[config.mk]
export PLATFORM = sky130hd
export DESIGN_NAME = mem_iface
export DESIGN_NICKNAME = d
export VERILOG_FILES = /design/src/rtl/mem_iface_pkg.sv /design/src/rtl/mem_iface.sv
export SDC_FILE = /design/constraint.sdc
export NUM_CORES = 1
export LEC_CHECK = 0
export CAP_MARGIN = 30
export CORE_UTILIZATION = 45
export DETAILED_ROUTE_END_ITERATION = 10
export GPL_TIMING_DRIVEN = 0
export PLACE_DENSITY = 0.81
export SYNTH_ARGS = -nofsm -noshare
export SYNTH_HDL_FRONTEND = slang
export SYNTH_SLANG_ARGS = --single-unit
[constraint.sdc]
create_clock -name clk -period 3.7 [get_ports clk]
set_input_delay 0.74 -clock clk [delete_from_list [all_inputs] [get_ports clk]]
set_output_delay 0.74 -clock clk [all_outputs]
set_load 0.05 [all_outputs]
[src/rtl/mem_iface_pkg.sv]
// mem_iface_pkg: shared state encoding and default sizing for the memory interface.
package mem_iface_pkg;
    typedef enum logic [1:0] {IDLE, BUSY, ABORT} state_t;
    localparam int DEF_WIDTH    = 32;
    localparam int DEF_MAX_WAIT = 15;
endpackage

[src/rtl/mem_iface.sv]
// mem_iface: MAR/MDR/read-buffer datapath with a request/ack handshake to external memory.
module mem_iface
    import mem_iface_pkg::*;
#(
    parameter int WIDTH    = DEF_WIDTH,
    parameter int MAX_WAIT = DEF_MAX_WAIT
) (
    input  logic             clk,
    input  logic             rst,
    input  logic             MARWr,
    input  logic             MDRWr,
    input  logic             MDRSrc,
    input  logic             MDROe,
    input  logic             MemRd,
    input  logic             MemWr,
    input  logic             MemOe,
    input  logic [WIDTH-1:0] BusIn,
    output logic [WIDTH-1:0] BusOut,
    output logic             BusOutEn,
    output logic             Busy,
    output logic             Err,
    output logic [WIDTH-1:0] MemAddr,
    output logic [WIDTH-1:0] MemWData,
    input  logic [WIDTH-1:0] MemRData,
    output logic             MemReq,
    output logic             MemWe,
    input  logic             MemAck
);
    localparam int CW = $clog2(MAX_WAIT + 1);

    state_t state, state_n;
    logic [WIDTH-1:0] mar, mdr, rdbuf;
    logic [CW-1:0] cnt;
    logic we, req, legal, start, done, timeout;

    always_comb begin
        req     = (state == IDLE) && (MemRd || MemWr);
        legal   = (MemRd ^ MemWr) && (mar[1:0] == 2'b00);
        start   = req && legal;
        done    = (state == BUSY) && MemAck;
        timeout = (state == BUSY) && !MemAck && (cnt == CW'(MAX_WAIT - 1));
        state_n = (state == IDLE) ? (start ? BUSY : IDLE) :
                  (state == BUSY) ? (done ? IDLE : timeout ? ABORT : BUSY) : IDLE;
    end

    always_ff @(posedge clk or posedge rst) begin
        if (rst) state <= IDLE;
        else     state <= state_n;
    end

    always_ff @(posedge clk or posedge rst) begin
        if (rst) begin
            mar   <= '0;
            mdr   <= '0;
            rdbuf <= '0;
            cnt   <= '0;
            we    <= 1'b0;
            Err   <= 1'b0;
        end else begin
            if (MARWr) mar <= BusIn;
            // MDR takes the pre-edge read buffer even when a read completes this cycle
            if (MDRWr) mdr <= MDRSrc ? rdbuf : BusIn;
            if (done && !we) rdbuf <= MemRData;
            if (start) we <= MemWr;
            if (start) cnt <= '0;
            else if (state == BUSY && !MemAck) cnt <= cnt + 1'b1;
            Err <= Err | (req && !legal) | timeout | (MDROe && MemOe);
        end
    end

    assign Busy     = (state != IDLE);
    assign MemReq   = (state == BUSY);
    assign MemWe    = we;
    assign MemAddr  = mar;
    assign MemWData = mdr;
    assign BusOutEn = MDROe | MemOe;
    assign BusOut   = MDROe ? mdr : MemOe ? rdbuf : '0;
endmodule

==> flow_metrics.env, run 1 <==
export IMPL_status="completed"
export IMPL_synth_avg_cell_area_sq_um=11.7
export IMPL_clk_pin_slew_ns=0.10
export IMPL_rsz0062_at_grt="no"
export IMPL_start_kind="input pin"
export IMPL_ys_ff_latch=104
export IMPL_yosysSeqAreaShare=0.540
export IMPL_multiInputGateArea_sq_um=2050
export IMPL_grt_use_total=0.249
export IMPL_pin_count=175
export IMPL_hold_end="MemAddr[27]"
export IMPL_clock_latency_ns=0.36
export IMPL_synth_cells=413
export IMPL_powerDensity_nw_per_um2=639
export IMPL_antenna_found_initial=0
export IMPL_p_int_mw=2.60
export IMPL_drive_above_1_share=0.164
export IMPL_switching_share=0.414
export IMPL_yosysUniqueCellTypes=34
export IMPL_crit_type="in -> out"
export IMPL_reg2reg_setup_slack_ns=2.09
export IMPL_worst_ep_arrival_time_ns=2.75
export IMPL_drv_cap=0
export IMPL_dieArea_sq_um=11100
export IMPL_final_core_util=0.669
export IMPL_crit_chain="clkdlybuf4s50_1, buf_2, nand2_1, o21ai_0, clkdlybuf4s50_1"
export IMPL_grt_pass1_vias=4076
export IMPL_hold_start="MemAddr[27]"
export IMPL_finalHoldViolCount=0
export IMPL_gr_total_overflow=0
export IMPL_initialDrtViolationCount=189
export IMPL_vdd_ir_drop_max_mv=0.353
export IMPL_cts_buffer_depth=2
export IMPL_required_ns=2.96
export IMPL_final_common_cell="clkdlybuf4s50_1"
export IMPL_placementRows=37
export IMPL_io_buffers=170
export IMPL_hold_path_class="reg -> reg"
export IMPL_placed_cells=720
export IMPL_combPwrFrac=0.447
export IMPL_netlist_area_sq_um=4820
export IMPL_hold_buffers=0
export IMPL_drtAntennaViolNets=0
export IMPL_cts_buffers=9
export IMPL_start_util=0.465
export IMPL_avgRoutedWirePerCell_um=18.1
export IMPL_final_cells=735
export IMPL_pwr_share_clk=0.166
export IMPL_vias=3829
export IMPL_fin_area_sq_um=6940
export IMPL_synthesis_nets=490
export IMPL_setup_viol=0
export IMPL_num_fill_cells=826
export IMPL_finClkSkew_ns=0.0140
export IMPL_crit_top_cell="clkdlybuf4s50_1"
export IMPL_die_y_um=105
export IMPL_worstReg2RegStart="state[1]"
export IMPL_ff2ff_path_depth=5
export IMPL_vias_per_cell=5.21
export IMPL_fmax_mhz=286
export IMPL_crit_fanout=19
export IMPL_reg2reg_to="rdbuf[12]"
export IMPL_timing_slew_headroom=0.576
export IMPL_dpl_cell_area_sq_um=6720
export IMPL_tightest_slew_ns=0.636
export IMPL_dr_pass1_iters=4
export IMPL_period_minus_slack_ns=3.49
export IMPL_htreeDepth=3
export IMPL_end_kind="primary output"
export IMPL_root_buffer="clkbuf_8"
export IMPL_cts_tree="done"
export IMPL_gp_congestion=0.786
export IMPL_die_x_um=105
export IMPL_cts_sinks=104
export IMPL_grt_pass1_wl_mm=21.5
export IMPL_dp_hpwl_mm=9.74
export IMPL_routed_wl_mm=13.3
export IMPL_nets=671
export IMPL_diodes=0
export IMPL_drc_errors=0
export IMPL_grt_max_degree=57
export IMPL_period_share=0.944
export IMPL_areaGrowthSynthToFinish_pct=43.9
export IMPL_critPathSlowestCell="clkdlybuf4s50_1"
export IMPL_netSwitchingPower_mw=1.84
export IMPL_ys_warn_count=0
export IMPL_slowest_delay_ns=0.85
export IMPL_hold_depth=1
export IMPL_drv_slew=0
export IMPL_core_sq_um=10400
export IMPL_regArea_sq_um=2600
export IMPL_p_leak_nw=3.13
export IMPL_pwr_share_seq=0.387
export IMPL_final_cell_mix="clkdlybuf4s50_1, dfrtp_1, nand2_1"
[stage by stage]
stage	power [mW]	TNS [ns]	worst slack [ns]	hold WS, ns
2_1_floorplan	3.04	0	0.228	0.504
3_3_place_gp	3.67	-135.32	-1.29	0.469
3_5_place_dp	3.74	-2.39	-0.186	0.479
4_1_cts	4.46	0	0.00885	0.504
5_1_grt	4.64	0	0.0366	0.517
6_report	4.43	0	0.208	0.499
[final cells by class]
cell class              instances  share of cell area
well taps                     136              0.0245
clock inverters                 6             0.00974
plain buffers                  28              0.0204
repair buffers                171               0.251
multi-input cells             275               0.296
flip-flops and latches        104               0.375
clock buffers                  10              0.0198
inverters                       5             0.00307
[synth_stat cells]
cell type	number	area, sq um
mux2_4	30	450
clkbuf_1	15	56.3
inv_1	5	18.8
xnor2_1	2	17.5
buf_4	1	7.51
nand3_1	1	5.00
mux2_1	2	22.5
nor2_1	35	131
a22o_1	5	43.8
buf_1	3	11.3
buf_2	7	35.0
and3b_1	1	8.76
nor2b_2	1	8.76
nor3b_1	1	7.51
or3b_1	1	8.76
or2_2	2	12.5
mux2_2	33	372
nor4bb_1	1	10.0
a31oi_1	1	6.26
ha_1	3	37.5
nor3_4	1	16.3
buf_6	3	33.8
nand2b_1	1	6.26
nand4_1	1	6.26
nor3b_2	1	12.5
a21o_1	1	7.51
nor3_1	2	10.0
mux2i_1	34	340
dfrtp_1	104	2600
a221oi_1	1	8.76
a21oi_1	32	160
o21ai_0	27	135
nand2_1	54	203
nor2b_1	1	6.26
[registers in the layout (all words and copies together) (netlist names)]
signal and flops:
state 2, MemAddr 32, MemWData 32, cnt 4, rdbuf 32, MemWe 1
Err 1
[what timing repair did]
| item | in CTS | in global routing |
|---|---|---|
| resized for setup | 11 | 10 |
| setup buffers | 0 | 0 |
| endpoints found under the setup margin | 20 | 11 |
[power by group through the flow]
stage	Combinational, mW	Sequential (mW)	Clock [mW]
final	1.98	1.71	0.736
after floorplan	0.930	2.11	0
after CTS	2.00	1.71	0.748
after global routing	2.09	1.76	0.791
after global placement	1.97	1.71	0
after detailed placement	2.01	1.73	0
[routing by layer]
layer	track usage	part of all wire
met1	0.327	0.42
met2	0.422	0.50
met3	0.0507	0.066
met4	0.0655	0.012
met5	0	0
[worst max path at each step]
stage / depth (start not counted) / startpoint / slack [ns] / to
after floorplan: 1 / rst / 0.23 / Err
after global placement: 2 / rst / -1.29 / cnt[0]
after detailed placement: 6 / MemOe / -0.19 / BusOut[9]
after CTS: 6 / MemOe / 0.009 / BusOut[28]
after global routing: 5 / MemOe / 0.04 / BusOut[30]
final: 5 / MemOe / 0.21 / BusOut[30]
[cell families (layout without fill, tap and decap cells)]
logic type	count (synthesis)	in the layout	share of synthesized area
flip-flops	104	104	0.540
adder cells (fa/ha/maj)	3	3	0.00779
AND/OR/NAND/NOR	104	104	0.0940
buffers and inverters	34	220	0.0337
XOR/XNOR	2	2	0.00364
AO/OA/AOI/OAI	67	67	0.0750
multiplexers	99	99	0.246
[worst max-delay path: cells and delay by family]
family | cells | cell delay (ns)
AOI/OAI and AO/OA | 1 | 0.20
and+or+nand+nor | 1 | 0.10
buffers and inverters | 3 | 1.72
Note: power is estimated with default switching activity, not from simulation.
==> run 2, diff against run 1 <==
- GPL_TIMING_DRIVEN: 0 -> unset
==> flow_metrics.env, run 2 (synthesized netlist as in run 1, its figures left out) <==
export IMPL_final_cell_mix="clkdlybuf4s50_1, dfrtp_1, nand2_1"
export IMPL_dieArea_sq_um=11100
export IMPL_worst_ep_arrival_time_ns=2.31
export IMPL_antenna_found_initial=0
export IMPL_p_int_mw=2.71
export IMPL_drv_cap=0
export IMPL_cts_resized=0
export IMPL_grt_pass1_wl_mm=20.5
export IMPL_drive_above_1_share=0.222
export IMPL_period_minus_slack_ns=3.05
export IMPL_placementRows=37
export IMPL_htreeDepth=3
export IMPL_final_core_util=0.690
export IMPL_routed_wl_mm=13.0
export IMPL_timing_slew_headroom=0.409
export IMPL_dpl_cell_area_sq_um=6990
export IMPL_clock_latency_ns=0.36
export IMPL_die_y_um=105
export IMPL_areaGrowthSynthToFinish_pct=48.5
export IMPL_switching_share=0.409
export IMPL_cts_tree="done"
export IMPL_place_worst_setup_slack_ns=0.636
export IMPL_status="completed"
export IMPL_core_sq_um=10400
export IMPL_pin_count=175
export IMPL_gp_congestion=0.849
export IMPL_hold_path_class="reg -> reg"
export IMPL_path_buf_inv=4
export IMPL_drc_errors=0
export IMPL_grt_use_total=0.237
export IMPL_reg2reg_setup_slack_ns=1.73
export IMPL_drv_slew=0
export IMPL_cts_buffer_depth=2
export IMPL_finClkSkew_ns=0.0172
export IMPL_hold_buffers=0
export IMPL_pwr_share_clk=0.139
export IMPL_period_share=0.824
export IMPL_cts_sinks=104
export IMPL_diodes=0
export IMPL_crit_type="in -> out"
export IMPL_dp_hpwl_mm=9.27
export IMPL_critical_path_top_delay_family="buffers and inverters"
export IMPL_setup_slack_ns=0.651
export IMPL_tightest_slew_ns=0.887
export IMPL_crit_chain="clkdlybuf4s50_1, buf_4, buf_4, nand2_1, o21ai_0, buf_12"
export IMPL_finalHoldViolCount=0
export IMPL_gr_total_overflow=0
export IMPL_critPathSlowestCell="clkdlybuf4s50_1"
export IMPL_tns_ns=0
export IMPL_grt_max_degree=72
export IMPL_slowest_delay_ns=0.46
export IMPL_initialDrtViolationCount=116
export IMPL_io_buffers=174
export IMPL_end_kind="primary output"
export IMPL_vias=3803
export IMPL_final_common_cell="clkdlybuf4s50_1"
export IMPL_rsz0062_at_grt="no"
export IMPL_holdWs_ns=0.490
export IMPL_combPwrFrac=0.483
export IMPL_drtAntennaViolNets=0
export IMPL_fmax_mhz=328
export IMPL_crit_fanout=18
export IMPL_cts_buffers=9
export IMPL_grt_pass1_vias=3928
export IMPL_dr_pass1_iters=4
export IMPL_p_leak_nw=3.12
export IMPL_clk_pin_slew_ns=0.09
export IMPL_postCtsSetupRepairBufs=0
export IMPL_vdd_ir_drop_max_mv=0.335
export IMPL_required_ns=2.96
export IMPL_die_x_um=105
export IMPL_avgRoutedWirePerCell_um=18.1
export IMPL_nets=654
export IMPL_powerDensity_nw_per_um2=639
export IMPL_fin_area_sq_um=7160
export IMPL_start_util=0.465
export IMPL_setup_viol=0
export IMPL_vias_per_cell=5.30
export IMPL_pwr_share_seq=0.377
export IMPL_start_kind="input pin"
export IMPL_crit_top_cell="buf_4"
export IMPL_netSwitchingPower_mw=1.87
export IMPL_root_buffer="clkbuf_8"
==> run 2: changes by cell type in the layout (fill, tap and decap cells not counted), moves of 3 or more <==
cell | before | now
buf_12 | 0 | 35
clkbuf_1 | 15 | 2
clkdlybuf4s50_1 | 150 | 137
dlygate4sd2_1 | 10 | 0
dlymetal6s2s_1 | 10 | 0
buf_4 | 1 | 6
buf_2 | 8 | 4
buf_6 | 3 | 0
==> run 2: path summary, 6_finish.rpt <==
kind,from,to,depth (start not counted)
hold reg to reg,MemAddr[27],MemAddr[27],1
min in group asynchronous,rst,MemAddr[19],2
hold / removal,MemAddr[27],MemAddr[27],1
setup / recovery,MemOe,BusOut[14],6
max in group asynchronous,rst,MemWData[4],3
setup reg to reg,state[1],rdbuf[22],4
==> run 2: area by class of cell <==
class | count | area [sq um]
clock buffers | 11 | 131
clock inverters | 5 | 41.3
fillers | 768 | 3210
inverters | 5 | 21.3
multi-input cells | 275 | 2060
flip-flops and latches | 104 | 2600
well taps | 136 | 170
repair buffers | 182 | 2140
==> run 2: layer usage <==
| layer | share of wire | track usage |
|---|---|---|
| met5 | 0 | 0 |
| met1 | 0.43 | 0.302 |
| met2 | 0.50 | 0.414 |
| met3 | 0.057 | 0.0421 |
| met4 | 0.014 | 0.0685 |
==> run 2: power groups by stage <==
stage / registers, mW / logic (mW) / clock network, mW
2_1_floorplan: 2.11 / 0.930 / 0
3_3_place_gp: 1.72 / 2.17 / 0
3_5_place_dp: 1.74 / 2.22 / 0
4_1_cts: 1.72 / 2.23 / 0.657
5_1_grt: 1.76 / 2.31 / 0.699
6_report: 1.73 / 2.21 / 0.637
==> run 2: metrics by stage <==
stage                     std cells  total power, mW
after global placement          700             3.89
after global routing            718             4.78
after detailed placement        702             3.96
after CTS                       718             4.60
final                           718             4.58
after floorplan                 413             3.04
==> run 3, diff against run 2 <==
- CORE_UTILIZATION: 45 -> 41
- PLACE_DENSITY: 0.81 -> 0.77
- clock period: 3.7 -> 2.8 ns (I/O delays scaled with it)
==> flow_metrics.env, run 3 (synthesized netlist as in run 1, its figures left out) <==
export IMPL_tightest_slew_ns=0.874
export IMPL_nets=655
export IMPL_worstReg2RegStart="state[1]"
export IMPL_path_buf_inv=3
export IMPL_rsz0062_at_grt="no"
export IMPL_fin_area_sq_um=7330
export IMPL_cts_buffer_depth=2
export IMPL_finalHoldViolCount=0
export IMPL_setup_viol=0
export IMPL_core_sq_um=11400
export IMPL_tns_ns=0
export IMPL_multiInputGateArea_sq_um=2060
export IMPL_timing_slew_headroom=0.417
export IMPL_gp_congestion=0.786
export IMPL_vias=3708
export IMPL_vdd_ir_drop_max_mv=0.518
export IMPL_grt_use_total=0.212
export IMPL_placed_cells=710
export IMPL_routed_wl_met2_mm=6.24
export IMPL_status="completed"
export IMPL_critical_path_top_delay_family="buffers and inverters"
export IMPL_route_met3_wl_um=611
export IMPL_hold_start="MemAddr[27]"
export IMPL_antenna_found_initial=0
export IMPL_hold_buffers=0
export IMPL_drv_cap=0
export IMPL_drv_slew=0
export IMPL_grt_pass1_wl_mm=20.6
export IMPL_crit_fanout=12
export IMPL_start_kind="input pin"
export IMPL_cts_sinks=104
export IMPL_crit_type="in -> out"
export IMPL_dr_pass1_iters=7
export IMPL_period_minus_slack_ns=2.55
export IMPL_dp_hpwl_mm=9.02
export IMPL_top_layer="met4"
export IMPL_clock_latency_ns=0.34
export IMPL_regArea_sq_um=2600
export IMPL_drtAntennaViolNets=0
export IMPL_fmax_mhz=392
export IMPL_p_leak_nw=3.19
export IMPL_areaGrowthSynthToFinish_pct=52.0
export IMPL_cts_buffers=9
export IMPL_die_x_um=110
export IMPL_dpl_cell_area_sq_um=7000
export IMPL_postCtsSetupRepairBufs=0
export IMPL_num_fill_cells=919
export IMPL_avgRoutedWirePerCell_um=17.5
export IMPL_powerDensity_nw_per_um2=893
export IMPL_hold_path_class="reg -> reg"
export IMPL_root_buffer="clkbuf_16"
export IMPL_place_worst_setup_slack_ns=0.217
export IMPL_start_util=0.422
export IMPL_final_cell_mix="clkdlybuf4s50_1, dfrtp_1, nand2_1"
export IMPL_met1_length_mm=5.65
export IMPL_holdWs_ns=0.489
export IMPL_initialDrtViolationCount=244
export IMPL_final_core_util=0.642
export IMPL_final_cells=726
export IMPL_period_share=0.911
export IMPL_die_y_um=110
export IMPL_finClkSkew_ns=0.00578
export IMPL_pin_count=175
export IMPL_placementRows=39
export IMPL_end_kind="primary output"
export IMPL_crit_chain="clkdlybuf4s50_1, buf_4, nor2b_1, a22o_1, buf_12"
export IMPL_io_buffers=174
export IMPL_gr_total_overflow=0
export IMPL_routed_wl_mm=12.7
export IMPL_final_common_cell="clkdlybuf4s50_1"
export IMPL_cts_resized=0
export IMPL_critPathSlowestCell="clkdlybuf4s50_1"
export IMPL_dieArea_sq_um=12200
export IMPL_grt_pass1_vias=3761
export IMPL_htreeDepth=3
export IMPL_slowest_delay_ns=0.48
export IMPL_cts_tree="done"
export IMPL_drive_above_1_share=0.225
export IMPL_required_ns=2.24
export IMPL_grt_max_degree=55
export IMPL_clk_pin_slew_ns=0.07
export IMPL_drc_errors=0
export IMPL_startpoint="MemOe"
export IMPL_setup_slack_ns=0.248
export IMPL_worst_ep_arrival_time_ns=1.99
export IMPL_vias_per_cell=5.11
export IMPL_diodes=0
export IMPL_power_total_mw=6.55
==> run 3: changes by cell type in the layout (fill, tap and decap cells not counted), moves of 2 or more <==
cell and delta:
clkinv_4 -2, bufinv_16 +2, clkbuf_8 -8, clkbuf_16 +9
==> run 3: report_power, final <==
part / total, mW / internal [mW] / switching (mW) / leakage (nW)
Clock: 1.35 / 0.807 / 0.547 / 0.152
Sequential: 2.27 / 1.92 / 0.353 / 1.22
Combinational: 2.92 / 1.33 / 1.59 / 1.82
==> run 3: worst paths after layout <==
path / end / slack, ns / cells after the start
worst max-delay path: BusOut[1] / 0.25 / 5
worst min-delay path: MemAddr[27] / 0.49 / 1
worst max register to register: rdbuf[14] / 1.14 / 4
worst min register to register: MemAddr[27] / 0.49 / 1
max in group asynchronous: rdbuf[16] / 1.55 / 3
min in group asynchronous: MemWe / 0.77 / 3
==> run 3: final cells by class <==
class / count / share of cell area
Timing Repair Buffer: 183 / 0.293
Clock inverter: 5 / 0.0109
Sequential cell: 104 / 0.355
Multi-Input combinational cell: 275 / 0.281
Inverter: 5 / 0.00307
Tap cell: 143 / 0.0244
Clock buffer: 11 / 0.0331
==> run 3: per-layer routing <==
metal  up-vias  track usage
li1       1751            -
met4         0       0.0711
met5         -            0
met3        13       0.0373
met2       130        0.346
met1      1814        0.287
